File: src/rtl/rotation_finder.sv
// rotation_finder
//   Recovers the rotate amount that relates two words. A request captures a
//   reference word, a rotated word and a direction. The block then tests one
//   candidate rotation per cycle and reports the smallest k for which
//   rotating data_ref by k (left when direction=0, right when direction=1)
//   gives data_rot. The result is returned over a valid/ready handshake.
//
// Ports
//   clk            rising-edge clock
//   rst            synchronous reset, active-high
//   start_valid    request present
//   start_ready    request can be accepted (IDLE and not in reset)
//   data_ref       unrotated word, captured on accept
//   data_rot       rotated word, captured on accept
//   direction      0 = left-rotate relation, 1 = right, captured on accept
//   done_valid     result available; depends on state only
//   done_ready     consumer takes the result
//   found          1 = a matching rotate amount exists
//   rotate_amount  smallest matching amount; 0 when found=0
//
// Optional feature
//   ROTFIND_POPCOUNT_CHECK_EN: when defined, a request whose two words have
//   different popcounts cannot be a rotation. Such a request skips the search
//   and reports found=0 one cycle after accept.

module rotation_finder #(
    parameter int WIDTH = 32,
    localparam int AW = $clog2(WIDTH)
) (
    input  logic             clk,
    input  logic             rst,
    input  logic             start_valid,
    output logic             start_ready,
    input  logic [WIDTH-1:0] data_ref,
    input  logic [WIDTH-1:0] data_rot,
    input  logic             direction,
    output logic             done_valid,
    input  logic             done_ready,
    output logic             found,
    output logic [AW-1:0]    rotate_amount
);

    typedef enum logic [1:0] {
        IDLE   = 2'd0,
        SEARCH = 2'd1,
        DONE   = 2'd2
    } state_t;

    // The last candidate tested has count WIDTH-1. The counter is one bit
    // wider than rotate_amount, so it can hold that value for any WIDTH.
    localparam logic [AW:0] CNT_LAST = (AW+1)'(WIDTH - 1);

    state_t           state_r;
    logic [WIDTH-1:0] rot_r;
    logic             dir_r;
    logic [WIDTH-1:0] cand_r;
    logic [AW:0]      cnt_r;
    logic             found_r;
    logic [AW-1:0]    amount_r;
    logic             done_valid_r;
    logic             accept_s;
    logic             skip_s;

    function automatic logic [WIDTH-1:0] rotl1(input logic [WIDTH-1:0] x);
        return {x[WIDTH-2:0], x[WIDTH-1]};
    endfunction

    function automatic logic [WIDTH-1:0] rotr1(input logic [WIDTH-1:0] x);
        return {x[0], x[WIDTH-1:1]};
    endfunction

    assign start_ready   = (state_r == IDLE) && !rst;
    assign accept_s      = start_valid && start_ready;
    assign done_valid    = done_valid_r;
    assign found         = found_r;
    assign rotate_amount = amount_r;

`ifdef ROTFIND_POPCOUNT_CHECK_EN
    logic skip_r;

    function automatic logic [AW:0] popcount(input logic [WIDTH-1:0] x);
        logic [AW:0] n;
        n = {(AW+1){1'b0}};
        for (int i = 0; i < WIDTH; i++) begin
            n = n + (AW+1)'(x[i]);
        end
        return n;
    endfunction

    // Remember whether the accepted pair can be a rotation at all.
    always_ff @(posedge clk) begin
        if (rst) begin
            skip_r <= 1'b0;
        end else if (accept_s) begin
            skip_r <= (popcount(data_ref) != popcount(data_rot));
        end else begin
            skip_r <= skip_r;
        end
    end

    assign skip_s = skip_r;
`else
    assign skip_s = 1'b0;
`endif

    // Request/search/result state machine with registered outputs.
    always_ff @(posedge clk) begin
        if (rst) begin
            state_r      <= IDLE;
            rot_r        <= {WIDTH{1'b0}};
            dir_r        <= 1'b0;
            cand_r       <= {WIDTH{1'b0}};
            cnt_r        <= {(AW+1){1'b0}};
            found_r      <= 1'b0;
            amount_r     <= {AW{1'b0}};
            done_valid_r <= 1'b0;
        end else begin
            case (state_r)
                IDLE: begin
                    if (accept_s) begin
                        rot_r   <= data_rot;
                        dir_r   <= direction;
                        cand_r  <= data_ref;
                        cnt_r   <= {(AW+1){1'b0}};
                        state_r <= SEARCH;
                    end else begin
                        state_r <= IDLE;
                    end
                end
                SEARCH: begin
                    // A match is tested before the limit, so the last
                    // candidate (count WIDTH-1) can still be reported.
                    if (cand_r == rot_r) begin
                        found_r      <= 1'b1;
                        amount_r     <= cnt_r[AW-1:0];
                        done_valid_r <= 1'b1;
                        state_r      <= DONE;
                    end else if (skip_s || (cnt_r == CNT_LAST)) begin
                        found_r      <= 1'b0;
                        amount_r     <= {AW{1'b0}};
                        done_valid_r <= 1'b1;
                        state_r      <= DONE;
                    end else begin
                        cand_r  <= dir_r ? rotr1(cand_r) : rotl1(cand_r);
                        cnt_r   <= cnt_r + (AW+1)'(1);
                        state_r <= SEARCH;
                    end
                end
                DONE: begin
                    // found/rotate_amount stay unchanged while the result waits.
                    if (done_ready) begin
                        done_valid_r <= 1'b0;
                        state_r      <= IDLE;
                    end else begin
                        state_r <= DONE;
                    end
                end
                default: begin
                    done_valid_r <= 1'b0;
                    state_r      <= IDLE;
                end
            endcase
        end
    end

endmodule

File: config.mk
export PLATFORM = sky130hd
export DESIGN_NAME = rotation_finder
export DESIGN_NICKNAME = d
export VERILOG_FILES = /design/src/rtl/rotation_finder.sv
export SDC_FILE = /design/constraint.sdc
export NUM_CORES = 1
export LEC_CHECK = 0
export BUFFER_PORTS_ARGS = -buffer_cell sky130_fd_sc_hd__buf_2
export CORE_ASPECT_RATIO = 0.75
export CORE_MARGIN = 1
export CORE_UTILIZATION = 55
export DETAILED_ROUTE_END_ITERATION = 8
export GPL_TIMING_DRIVEN = 0
export PLACE_DENSITY = 0.79
export SYNTH_ARGS = -nofsm -noshare
export SYNTH_HDL_FRONTEND = slang
export SYNTH_SLANG_ARGS = --single-unit
File: constraint.sdc
create_clock -name clk -period 1.98 [get_ports clk]
set_input_delay 0.099 -clock clk [delete_from_list [all_inputs] [get_ports clk]]
set_output_delay 0.099 -clock clk [all_outputs]
set_load 0.02 [all_outputs]
Word-level counts from Yosys, hierarchy flattened
Cells that the tools add are included.

Shifts and indexed selects: 0. Muxes and demuxes: 22. Order comparisons: 0. Equality and inequality tests: 9. Reductions and logical operators: 10. $mul: 0. Bitwise gates (word level): 1. Divide/modulo/power cells: 0. Add/subtract/negate cells: 1.

Operator list (number): 32-bit two-way mux (4); 32-bit case mux with 2 select lines (1); 32-bit == test (1); 6-bit two-way mux (3); 6-bit case mux with 2 select lines (1); 5-bit two-way mux (2); 2-bit inequality test (second input constant) (4); 6-bit by 1-bit adder with 6-bit output (second input constant) (1); 6-bit by 5-bit == test with 1-bit output (second input constant) (1); 1-bit two-way mux (6); 2-bit two-way mux (3); 2-bit case mux with 3 select lines (1); 2-bit AND reduction (2); 4-bit AND reduction (1); 2-bit nonzero test (2); 3-bit inequality test (second input constant) (1); 1-bit case mux with 3 select lines (1); 3-bit AND reduction (1); 2-bit by 1-bit == test with 1-bit output (second input constant) (1); 2-bit == test (second input constant) (1); 1-bit logical AND (2); 2-bit zero test (1); 1-bit zero test (1); 1-bit inverter (1).

Output and inout bits: 8. Memory bits (read-only): 0. Memories: 0. Flip-flop bits (word level): 80. Latch bits: 0. Memory bits (writable): 0.

Logic depth before layout (Yosys ltp)
Gate-level depths: netlist of run 1.

Word-level depth: 5. Gate-level depth with buffers: 9. Depth with buffers taken out: 7.

Least setup slack after synthesis of run 1
No wires, ideal clock.

Path type: flip-flop to flip-flop. Start point: register cand_r[4]. End point: register cand_r[15]. Path buffers: 1. Arrival time: 1631 ps. Slack: 216 ps. Cell stages (with the launch flop): 8. Library setup time: 134 ps. Path through: dfxtp_1 > xnor2_1 > nand4_1 > nor4_2 > a21oi_1 > buf_2 > o221ai_1 > a21oi_1.

Longest elaborated chain between the ends: 3.

Ends and longest elaborated chain: start, declared (RTL line 56) `logic [WIDTH-1:0] cand_r;`; start signal, assigned (RTL line 112) `cand_r <= {WIDTH{1'b0}};`; start signal, assigned (RTL line 123) `cand_r <= data_ref;`; start signal, assigned (RTL line 144) `cand_r <= dir_r ? rotr1(cand_r) : rotl1(cand_r);`; 32-bit == test (RTL line 133) `if (cand_r == rot_r) begin`; 2-bit inequality test (no source line); 4-bit AND reduction (no source line).

Every way passes these cells. A chain may end at the register's enable or synchronous reset.

Worst setup path in the final report of run 1
Start point: register cand_r[16]. End point: register cand_r[19].

The elaborated chain is that of the path after synthesis.

==> results of run 1 <==
[cell type report]
class	count	area share, %
Clock inverter	5	0.602
Buffer	43	4.17
Timing Repair Buffer	120	14.8
Multi-Input combinational cell	367	45.3
Clock buffer	11	2.62
Sequential cell	80	30.3
Tap cell	98	2.27
[metal layers]
metal / wire length [um] / GRT usage (%) / vias up / part of all wire, %
met3: 1130 / 8.07 / 37 / 9.1
met1: 5170 / 42.8 / 2028 / 41
met2: 5820 / 51.8 / 239 / 47
li1: - / - / 2005 / -
met5: 0 / 0 / - / 0
met4: 353 / 13.3 / 0 / 2.8
[cell usage after synthesis]
cell       count
ha_1           1
nor3b_1        1
nor4_4         1
buf_1          4
a2111oi_2      1
nand4b_1       1
nand3b_1       2
clkbuf_1      29
mux2_2         2
o221ai_1      32
buf_2          6
a21oi_1       71
and3_1         2
a211oi_1       2
o21ai_0        2
a221oi_1       1
nor2b_1        7
a31oi_1        3
nor2_1        12
xnor2_1       32
nand2_1      104
buf_4          1
nand4_1        8
nand2b_1       2
buf_6          3
nor3_1         3
dfxtp_1       80
a21o_1         2
mux2i_1       37
nor4_2         1
nand3_1       36
or2_2          1
[state kept, by name (all words and copies together) (netlist names)]
name and count:
dir_r 1, cand_r 32, done_valid 1, cnt_r 6
found 1, rot_r 32, state_r 2, rotate_amount 5
[worst reg2reg max path: cells and delay by family, from the launching register on]
kind                      cells  cell delay, ns
DFF                           1            0.36
xor gates and xnor gates      1            0.23
and+or+nand+nor               3            0.63
AOI/OAI and AO/OA             2            0.33
buffers and inverters         3            0.48
[how the worst min path moves through the flow]
| stage | from | endpoint | slack (ns) | depth (start not counted) |
|---|---|---|---|---|
| finish | direction | dir_r | 0.02 | 3 |
| CTS | direction | dir_r | 0.02 | 3 |
| floorplan | start_valid | cnt_r[4] | 0.19 | 1 |
| global placement | start_valid | cnt_r[4] | 0.31 | 2 |
| detailed placement | start_valid | cnt_r[4] | 0.32 | 2 |
| global route | direction | dir_r | 0.05 | 3 |
[cell usage in the layout (no fill, tap or decap), types with 3 or more instances in the layout]
cell           instances
a21oi_1               65
a21oi_2                5
a31oi_1                3
buf_2                 81
buf_4                  9
buf_6                  6
clkbuf_1              26
clkbuf_2               5
clkbuf_8              10
clkinvlp_4             3
dfxtp_1               56
dfxtp_2               22
dlygate4sd3_1         34
mux2i_1               37
nand2_1              103
nand3_1               35
nand4_1                8
nor2_1                11
nor2b_1                7
nor3_1                 3
o221ai_1              23
o221ai_2               9
xnor2_1               21
xnor2_2                9
[power breakdown]
part           leakage, uW  total (uW)  switching (uW)  internal [uW]
logic              0.00118         847             454            393
clock network    0.0000813        1100             619            485
registers         0.000663        1820             116           1710
total              0.00192        3780            1190           2590
[per-stage QoR]
stage	std cells	total power, uW	cell area, sq um	hold WS (ns)	util (%)
detailed placement	664	2500	4520	0.318	65.3
global route	724	3920	5400	0.0472	77.9
floorplan	490	2270	4020	0.194	-
CTS	719	3680	5210	0.0210	75.2
finish	724	3780	5400	0.0245	77.9
global placement	664	2470	4520	0.313	65.3
[cells by family (layout without fill, tap and decap cells)]
| family | count (synthesis) | count (layout) |
|---|---|---|
| muxes | 39 | 39 |
| xor gates and xnor gates | 32 | 32 |
| and+or+nand+nor | 181 | 181 |
| DFF | 80 | 80 |
| AOI/OAI and AO/OA | 114 | 114 |
| adders and majority gates | 1 | 1 |
| buffers and inverters | 43 | 179 |
[timing repair]
item	CTS	global route
gates cloned	0	1
setup buffers	5	4
hold endpoints to repair	34	0
gates resized for setup	35	42
endpoints found under the setup margin	54	55
hold buffers	34	0
pin swaps	6	7
==> results.json, run 1 <==
{
  "status": "finished, violations left",
  "violations": "negative setup slack",
  "num_rows": 26,
  "die-area_sq_um": 7660,
  "drc": 0,
  "place_hpwl_um": 8300,
  "peakVddDrop_uv": 466,
  "cts-root-buf": "clkbuf_8",
  "cp_max_fo": 10,
  "cp.depth": 9,
  "worstSetupEndpointType": "flip-flop",
  "hold_viol": 0,
  "io_buffers": 76,
  "critPathSlowestCell": "dfxtp_2",
  "multiInputGateArea_sq_um": 2440,
  "critPathTopFamily": "simple AND/OR/NAND/NOR gates",
  "synth.ff_latch_count": 80,
  "die_h_um": 76.1,
  "period_minus_slack_ns": 2.12,
  "final_max_slew_viol_count": 0,
  "cp_common_cell": "buf_6",
  "setup_tns_ns": -2.60,
  "synth-seq-area-share_pct": 39.8,
  "setup_viol": 33,
  "cpPeakStageDelay_ns": 0.36,
  "antenna_left": 0,
  "path_class": "reg2reg",
  "first_pass_iters": 5,
  "grt_max_degree": 14,
  "cp_num_buf_inv": 3,
  "area_growth_syn_to_layout_pct": 34.3,
  "p_leak_uw": 0.00192,
  "synth_area_leaders": "dfxtp_1, nand2_1, mux2i_1",
  "grt_first_pass_wirelength_um": 19500,
  "synth_top_area_cell": "dfxtp_1",
  "synth_top_area_share_pct": 39.8,
  "postSynthAreaPerCell_sq_um": 8.21,
  "regToRegSetupSlack_ns": -0.14,
  "clkTransAtPathRegs_ns": 0.09,
  "die_w_um": 101,
  "wirelength_um": 12500,
  "power.density_nw_per_um2": 699,
  "worst_slack_ns": -0.142,
  "syn_area_sq_um": 4020,
  "clock_latency_ns": 0.37,
  "tightest_slew_ns": 0.693,
  "synth.area.mux_share_pct": 9.77,
  "numCtsBuffers": 9,
  "slew_headroom_pct": 53.8,
  "core_sq_um": 6930,
  "drv_cap": 0,
  "worstPathRequired_ns": 2.27,
  "grtUsageTotal_pct": 32.8,
  "grt-ovfl-total": 0,
  "start_util_pct": 58.0,
  "startpoint_type": "flip-flop",
  "rsz0062_at_grt": "yes",
  "synthXorXnorAreaFrac_pct": 6.97,
  "pre_cts_slack_ns": -0.270,
  "diodes": 0,
  "fill_cells": 494,
  "clock_sinks": 80,
  "wl_per_cell_um": 17.2,
  "h-tree-depth": 3,
  "seq_area_sq_um": 1640,
  "reg2reg_to": "cand_r[19]",
  "rr_worst_depth": 9,
  "cts.path.max_buffers": 2,
  "cts_tree": "built",
  "syn_inst": 490,
  "yosys.area_share.simple_pct": 20.4,
  "cp-endpoint": "cand_r[19]",
  "startpoint": "cand_r[16]",
  "synth_compound_area_share_pct": 17.9,
  "antenna_found_initial": 0,
  "hp-class": "in2reg",
  "worstReg2RegStart": "cand_r[16]",
  "synth_top_family_by_area": "simple AND/OR/NAND/NOR gates",
  "synth_nets": 560,
  "layout-drive-gt1-share_pct": 28.3,
  "vias_per_cell": 5.95,
  "arrival_ns": 2.41,
  "ys_types": 32,
  "drt_iter0_drc": 303,
  "path_cells": "xnor2_2, nand4_1, nor4_4, buf_6, a21o_1, buf_6, buf_6, nand3_1, a21oi_2",
  "fin_crit_sh_pct": 107,
  "grt_pass1_vias": 4143,
  "fin_worst_skew_ns": 0.0126,
  "max_freq_mhz": 471,
  "num_vias": 4309,
  "pin_count": 77,
  "place_congestion": 0.862,
  "yosys_warnings": 0,
  "synthAdderAreaFrac_pct": 0.311,
  "fin_nets": 691
}
No activity file was read; power rests on OpenSTA's default activity.
==> run 2, diff against run 1 <==
==> config.mk (replaced) <==
export PLATFORM = sky130hd
export DESIGN_NAME = rotation_finder
export DESIGN_NICKNAME = d
export VERILOG_FILES = /design/src/rtl/rotation_finder.sv
export SDC_FILE = /design/constraint.sdc
export NUM_CORES = 1
export LEC_CHECK = 0
export CORE_ASPECT_RATIO = 0.75
export CORE_MARGIN = 1
export CORE_UTILIZATION = 60
export DETAILED_ROUTE_END_ITERATION = 8
export DONT_BUFFER_PORTS = 1
export GPL_TIMING_DRIVEN = 0
export PLACE_DENSITY = 0.76
export SYNTH_ARGS = -nofsm -noshare
export SYNTH_HDL_FRONTEND = slang
export SYNTH_SLANG_ARGS = --single-unit
==> run 2 against run 1 <==
The run still ends with negative setup slack left. Clock-buffer cell count stayed put. Critical path type unchanged. Utilization is 2.4 points higher. Setup slack better by 0.070 ns. Total power is 4.1% higher. Maximum frequency is 3.4% higher. Largest cell class unchanged. Non-clock buffer count is 67 lower.
==> results.json, run 2 (synthesis gave the netlist of run 1 again) <==
{
  "die_h_um": 72.9,
  "peakVddDrop_uv": 559,
  "min_path_cells": 2,
  "start_util_pct": 63.0,
  "worstSetupEndpointType": "flip-flop",
  "fin_crit_sh_pct": 104,
  "grt-ovfl-total": 0,
  "area_growth_syn_to_layout_pct": 27.4,
  "p_leak_uw": 0.00169,
  "first_pass_iters": 7,
  "grt_max_degree": 13,
  "cp_num_buf_inv": 3,
  "rsz0062_at_grt": "yes",
  "slew_headroom_pct": 52.1,
  "final_max_slew_viol_count": 0,
  "clock_latency_ns": 0.36,
  "cp.depth": 9,
  "setup_viol": 32,
  "fill_cells": 415,
  "tightest_slew_ns": 0.718,
  "wl_per_cell_um": 18.8,
  "switching_share_pct": 28.7,
  "switching_power_uw": 1130,
  "numCtsBuffers": 9,
  "final_common_cell": "nand2_1",
  "vias_per_cell": 6.26,
  "fin_nets": 624,
  "critPathTopFamily": "simple AND/OR/NAND/NOR gates",
  "io_buffers": 0,
  "max_freq_mhz": 487,
  "path_cells": "xnor2_1, nand4_1, nor4_4, buf_4, a21o_1, buf_6, buf_8, nand3_1, a21oi_2",
  "power_frac_clock_pct": 33.5,
  "period_minus_slack_ns": 2.05,
  "status": "finished, violations left",
  "pin_count": 77,
  "p_int_uw": 2800,
  "num_vias": 3991,
  "grtUsageTotal_pct": 34.4,
  "hold_viol": 0,
  "h-tree-depth": 3,
  "power.density_nw_per_um2": 767,
  "layout-drive-gt1-share_pct": 18.9,
  "critPathSlowestCell": "dfxtp_2",
  "drv_cap": 0,
  "rr_worst_depth": 9,
  "layoutNonFillerInstCount": 638,
  "fin_worst_skew_ns": 0.00942,
  "worstPathRequired_ns": 2.25,
  "seq_area_sq_um": 1640,
  "diodes": 0,
  "place_hpwl_um": 7780,
  "cts-root-buf": "clkbuf_8",
  "whs_ns": 0.00922,
  "dp.cells": 571,
  "die_w_um": 96.5,
  "final_cell_mix": "nand2_1, a21oi_1, dfxtp_1",
  "die-area_sq_um": 7040,
  "core_sq_um": 6380,
  "reg_top3": "cand_r: 32 flops, rot_r: 32 flops, cnt_r: 6 flops",
  "comb_power_share_pct": 20.0,
  "wirelength_um": 12000,
  "antenna_left": 0,
  "drt_iter0_drc": 462,
  "worst_slack_ns": -0.0716,
  "clock_sinks": 80,
  "cpPeakStageDelay_ns": 0.35,
  "cts.path.max_buffers": 2,
  "num_rows": 25,
  "cp_max_fo": 10,
  "path_class": "reg2reg",
  "place_congestion": 0.882,
  "clkTransAtPathRegs_ns": 0.08,
  "startpoint_type": "flip-flop",
  "hp-class": "in2reg",
  "grt_pass1_vias": 3738,
  "multiInputGateArea_sq_um": 2430,
  "drc": 0,
  "arrival_ns": 2.32,
  "antenna_found_initial": 0,
  "violations": "negative setup slack",
  "power_frac_seq_pct": 46.5,
  "cts_tree": "built",
  "grt_first_pass_wirelength_um": 18300
}
==> run 2: cell types whose count changed in the layout (fill, tap and decap cells not counted), moves of 3 or more <==
cell | before | now
a21oi_2 | 5 | 8
nand3_2 | 0 | 3
dlygate4sd3_1 | 34 | 39
buf_4 | 9 | 15
o221ai_2 | 9 | 0
o221ai_1 | 23 | 32
buf_2 | 81 | 5
xnor2_1 | 21 | 18
nand3_1 | 35 | 32
buf_6 | 6 | 2
==> run 2: what timing repair did <==
item	CTS	global route
setup endpoints to repair	69	75
pin swaps	7	13
resized for setup	33	49
cloned	2	1
hold buffers	39	0
buffers inserted	7	4
endpoints found under the hold margin	40	0
==> run 2: layout make-up <==
type / count / area share [%]
Clock buffer: 11 / 2.76
Multi-Input combinational cell: 367 / 47.5
Sequential cell: 80 / 32.0
Timing Repair Buffer: 53 / 9.96
Buffer: 43 / 4.42
Tap cell: 81 / 1.98
Clock inverter: 3 / 1.32
==> run 2: final timing paths <==
| path | start | to | slack, ns |
|---|---|---|---|
| worst min-delay path | data_ref[7] | cand_r[7] | 0.009 |
| worst min register to register | rot_r[21] | rot_r[21] | 0.48 |
| worst max-delay path | cand_r[21] | cand_r[17] | -0.07 |
| worst max register to register | cand_r[21] | cand_r[17] | -0.07 |
==> run 2: per-stage QoR <==
stage | TNS (ns) | instance area [sq um] | util, % | worst slack (ns) | power, uW
after CTS | 0 | 4920 | 77.0 | 0.00895 | 3850
after detailed placement | -10.61 | 4120 | 64.6 | -0.317 | 2420
after global placement | -8.80 | 4120 | 64.6 | -0.274 | 2410
after floorplan | 0 | 4020 | - | 0.216 | 2270
after global routing | -4.95 | 5120 | 80.3 | -0.184 | 4060
final | -0.838 | 5120 | 80.3 | -0.0716 | 3930
==> run 2: power groups by stage <==
stage / clock network, uW / registers, uW / logic (uW)
after floorplan: 0 / 1810 / 461
after global placement: 0 / 1830 / 572
after detailed placement: 0 / 1840 / 585
after CTS: 1330 / 1810 / 714
after global routing: 1380 / 1840 / 845
final: 1320 / 1830 / 785
==> run 2: per-layer routing <==
layer | track usage, % | up-vias | wire length [um]
met5 | 0 | - | 0
met4 | 13.7 | 0 | 289
met3 | 10.7 | 39 | 1180
met2 | 54.1 | 221 | 5630
met1 | 44.0 | 1869 | 4870
li1 | - | 1862 | -
==> run 3, diff against run 2 <==
==> constraint.sdc (replaced) <==
create_clock -name clk -period 2.43 [get_ports clk]
set_input_delay 0.1215 -clock clk [delete_from_list [all_inputs] [get_ports clk]]
set_output_delay 0.1215 -clock clk [all_outputs]
set_load 0.02 [all_outputs]
==> run 3 against run 2 <==
The flow now finishes without violations. Non-clock buffer count is 18 lower. Design area shrank 8.4%. Global-route usage is 1.1 points lower. First-iteration DRC count fell by 11%. Clock power fell by 18%. Total power is 21% lower. Largest power group unchanged.
==> results.json, run 3 (synthesis gave the netlist of run 1 again) <==
{
  "hold_viol": 0,
  "hp-class": "in2reg",
  "worstPathRequired_ns": 2.65,
  "clkTransAtPathRegs_ns": 0.08,
  "clock_sinks": 80,
  "cts-root-buf": "clkbuf_8",
  "rsz0062_at_grt": "no",
  "die_h_um": 72.9,
  "period_minus_slack_ns": 2.32,
  "worstSetupEndpointType": "flip-flop",
  "place_hpwl_um": 7780,
  "numCtsBuffers": 9,
  "startpoint_type": "flip-flop",
  "place_congestion": 0.882,
  "fin_crit_sh_pct": 95.3,
  "num_vias": 3871,
  "max_freq_mhz": 432,
  "p_leak_uw": 0.00152,
  "die_w_um": 96.5,
  "grt_max_degree": 13,
  "grt_pass1_vias": 3594,
  "pin_count": 77,
  "dp.cells": 571,
  "drt_iter0_drc": 411,
  "h-tree-depth": 3,
  "diodes": 0,
  "worst_slack_ns": 0.114,
  "wirelength_um": 11300,
  "peakVddDrop_uv": 432,
  "core_sq_um": 6380,
  "grtUsageTotal_pct": 33.3,
  "pre_cts_slack_ns": 0.133,
  "final_common_cell": "nand2_1",
  "vias_per_cell": 6.24,
  "cts_tree": "built",
  "fin_util_pct": 73.5,
  "power.density_nw_per_um2": 661,
  "grt-ovfl-total": 0,
  "cts.path.max_buffers": 2,
  "final_max_slew_viol_count": 0,
  "io_buffers": 0,
  "num_rows": 25,
  "area_growth_syn_to_layout_pct": 16.6,
  "cp_max_fo": 10,
  "status": "completed",
  "slew_headroom_pct": 52.3,
  "drv_cap": 0,
  "grt_first_pass_wirelength_um": 17700,
  "start_util_pct": 63.0,
  "fin_nets": 606,
  "reg_top3": "cand_r: 32 flops, rot_r: 32 flops, cnt_r: 6 flops",
  "layoutNonFillerInstCount": 620,
  "arrival_ns": 2.54,
  "fin_worst_skew_ns": 0.00816,
  "antenna_left": 0,
  "setup_tns_ns": 0,
  "setup_viol": 0,
  "wl_per_cell_um": 18.3,
  "drc": 0,
  "die-area_sq_um": 7040,
  "final_cell_mix": "nand2_1, dfxtp_1, a21oi_1",
  "cts_setup_buffers": 0,
  "path_class": "reg2reg",
  "clock_latency_ns": 0.36,
  "tightest_slew_ns": 0.715,
  "antenna_found_initial": 0,
  "first_pass_iters": 5,
  "layout-drive-gt1-share_pct": 5.38
}
run 3: cell types whose count changed in the layout (fill, tap and decap cells not counted), moves of 8 or more:
cell / delta
a21oi_2: -8
buf_4: -14
dfxtp_1: +26
dfxtp_2: -23
a21oi_1: +8
xnor2_2: -11
xnor2_1: +14
run 3: metal layers:
| layer | vias to the layer above | routed length, um | track usage, % | share of wire [%] |
|---|---|---|---|---|
| met2 | 203 | 5240 | 52.5 | 46 |
| met3 | 30 | 1040 | 10.1 | 9.2 |
| li1 | 1825 | - | - | - |
| met5 | - | 0 | 0 | 0 |
| met4 | 0 | 198 | 10.6 | 1.7 |
| met1 | 1813 | 4850 | 43.7 | 43 |
run 3: metrics by stage:
| stage | cell area, sq um | power [uW] | hold WS, ns |
|---|---|---|---|
| global route | 4690 | 3200 | 0.0430 |
| detailed placement | 4120 | 1970 | 0.219 |
| global placement | 4120 | 1960 | 0.219 |
| floorplan | 4020 | 1850 | 0.216 |
| finish | 4690 | 3100 | 0.0283 |
| CTS | 4680 | 3070 | 0.0184 |
run 3: layout make-up:
type	instances	area, sq um
Tap cell	81	101
Multi-Input combinational cell	367	2230
Clock buffer	11	141
Fill cell	505	1690
Clock inverter	3	67.6
Sequential cell	80	1600
Buffer	43	195
Timing Repair Buffer	35	350
run 3: path summary, 6_finish.rpt:
path / endpoint / slack (ns) / from / depth (start not counted)
max: cand_r[0] / 0.11 / cand_r[9] / 7
max reg2reg: cand_r[0] / 0.11 / cand_r[9] / 7
min reg2reg: rot_r[21] / 0.47 / rot_r[21] / 2
min: cand_r[24] / 0.03 / data_ref[24] / 2
run 3: report_power, final:
group / switching [uW] / total [uW] / internal (uW)
registers: 83.2 / 1470 / 1390
clock network: 488 / 1080 / 596
logic: 316 / 547 / 231
run 3: timing repair:
| action | in CTS | in global routing |
|---|---|---|
| setup endpoints to repair | 0 | 32 |
| hold buffers | 35 | 0 |
| gates resized for setup | 0 | 1 |
| endpoints found under the hold margin | 36 | 0 |
run 3: worst max-delay path: stages (launching register included):
cell      delay [ns]
dfxtp_1         0.36
xnor2_1         0.34
nand4_1         0.23
nor4_4          0.44
a21oi_1         0.23
buf_2           0.25
o221ai_1        0.22
a21oi_1         0.10
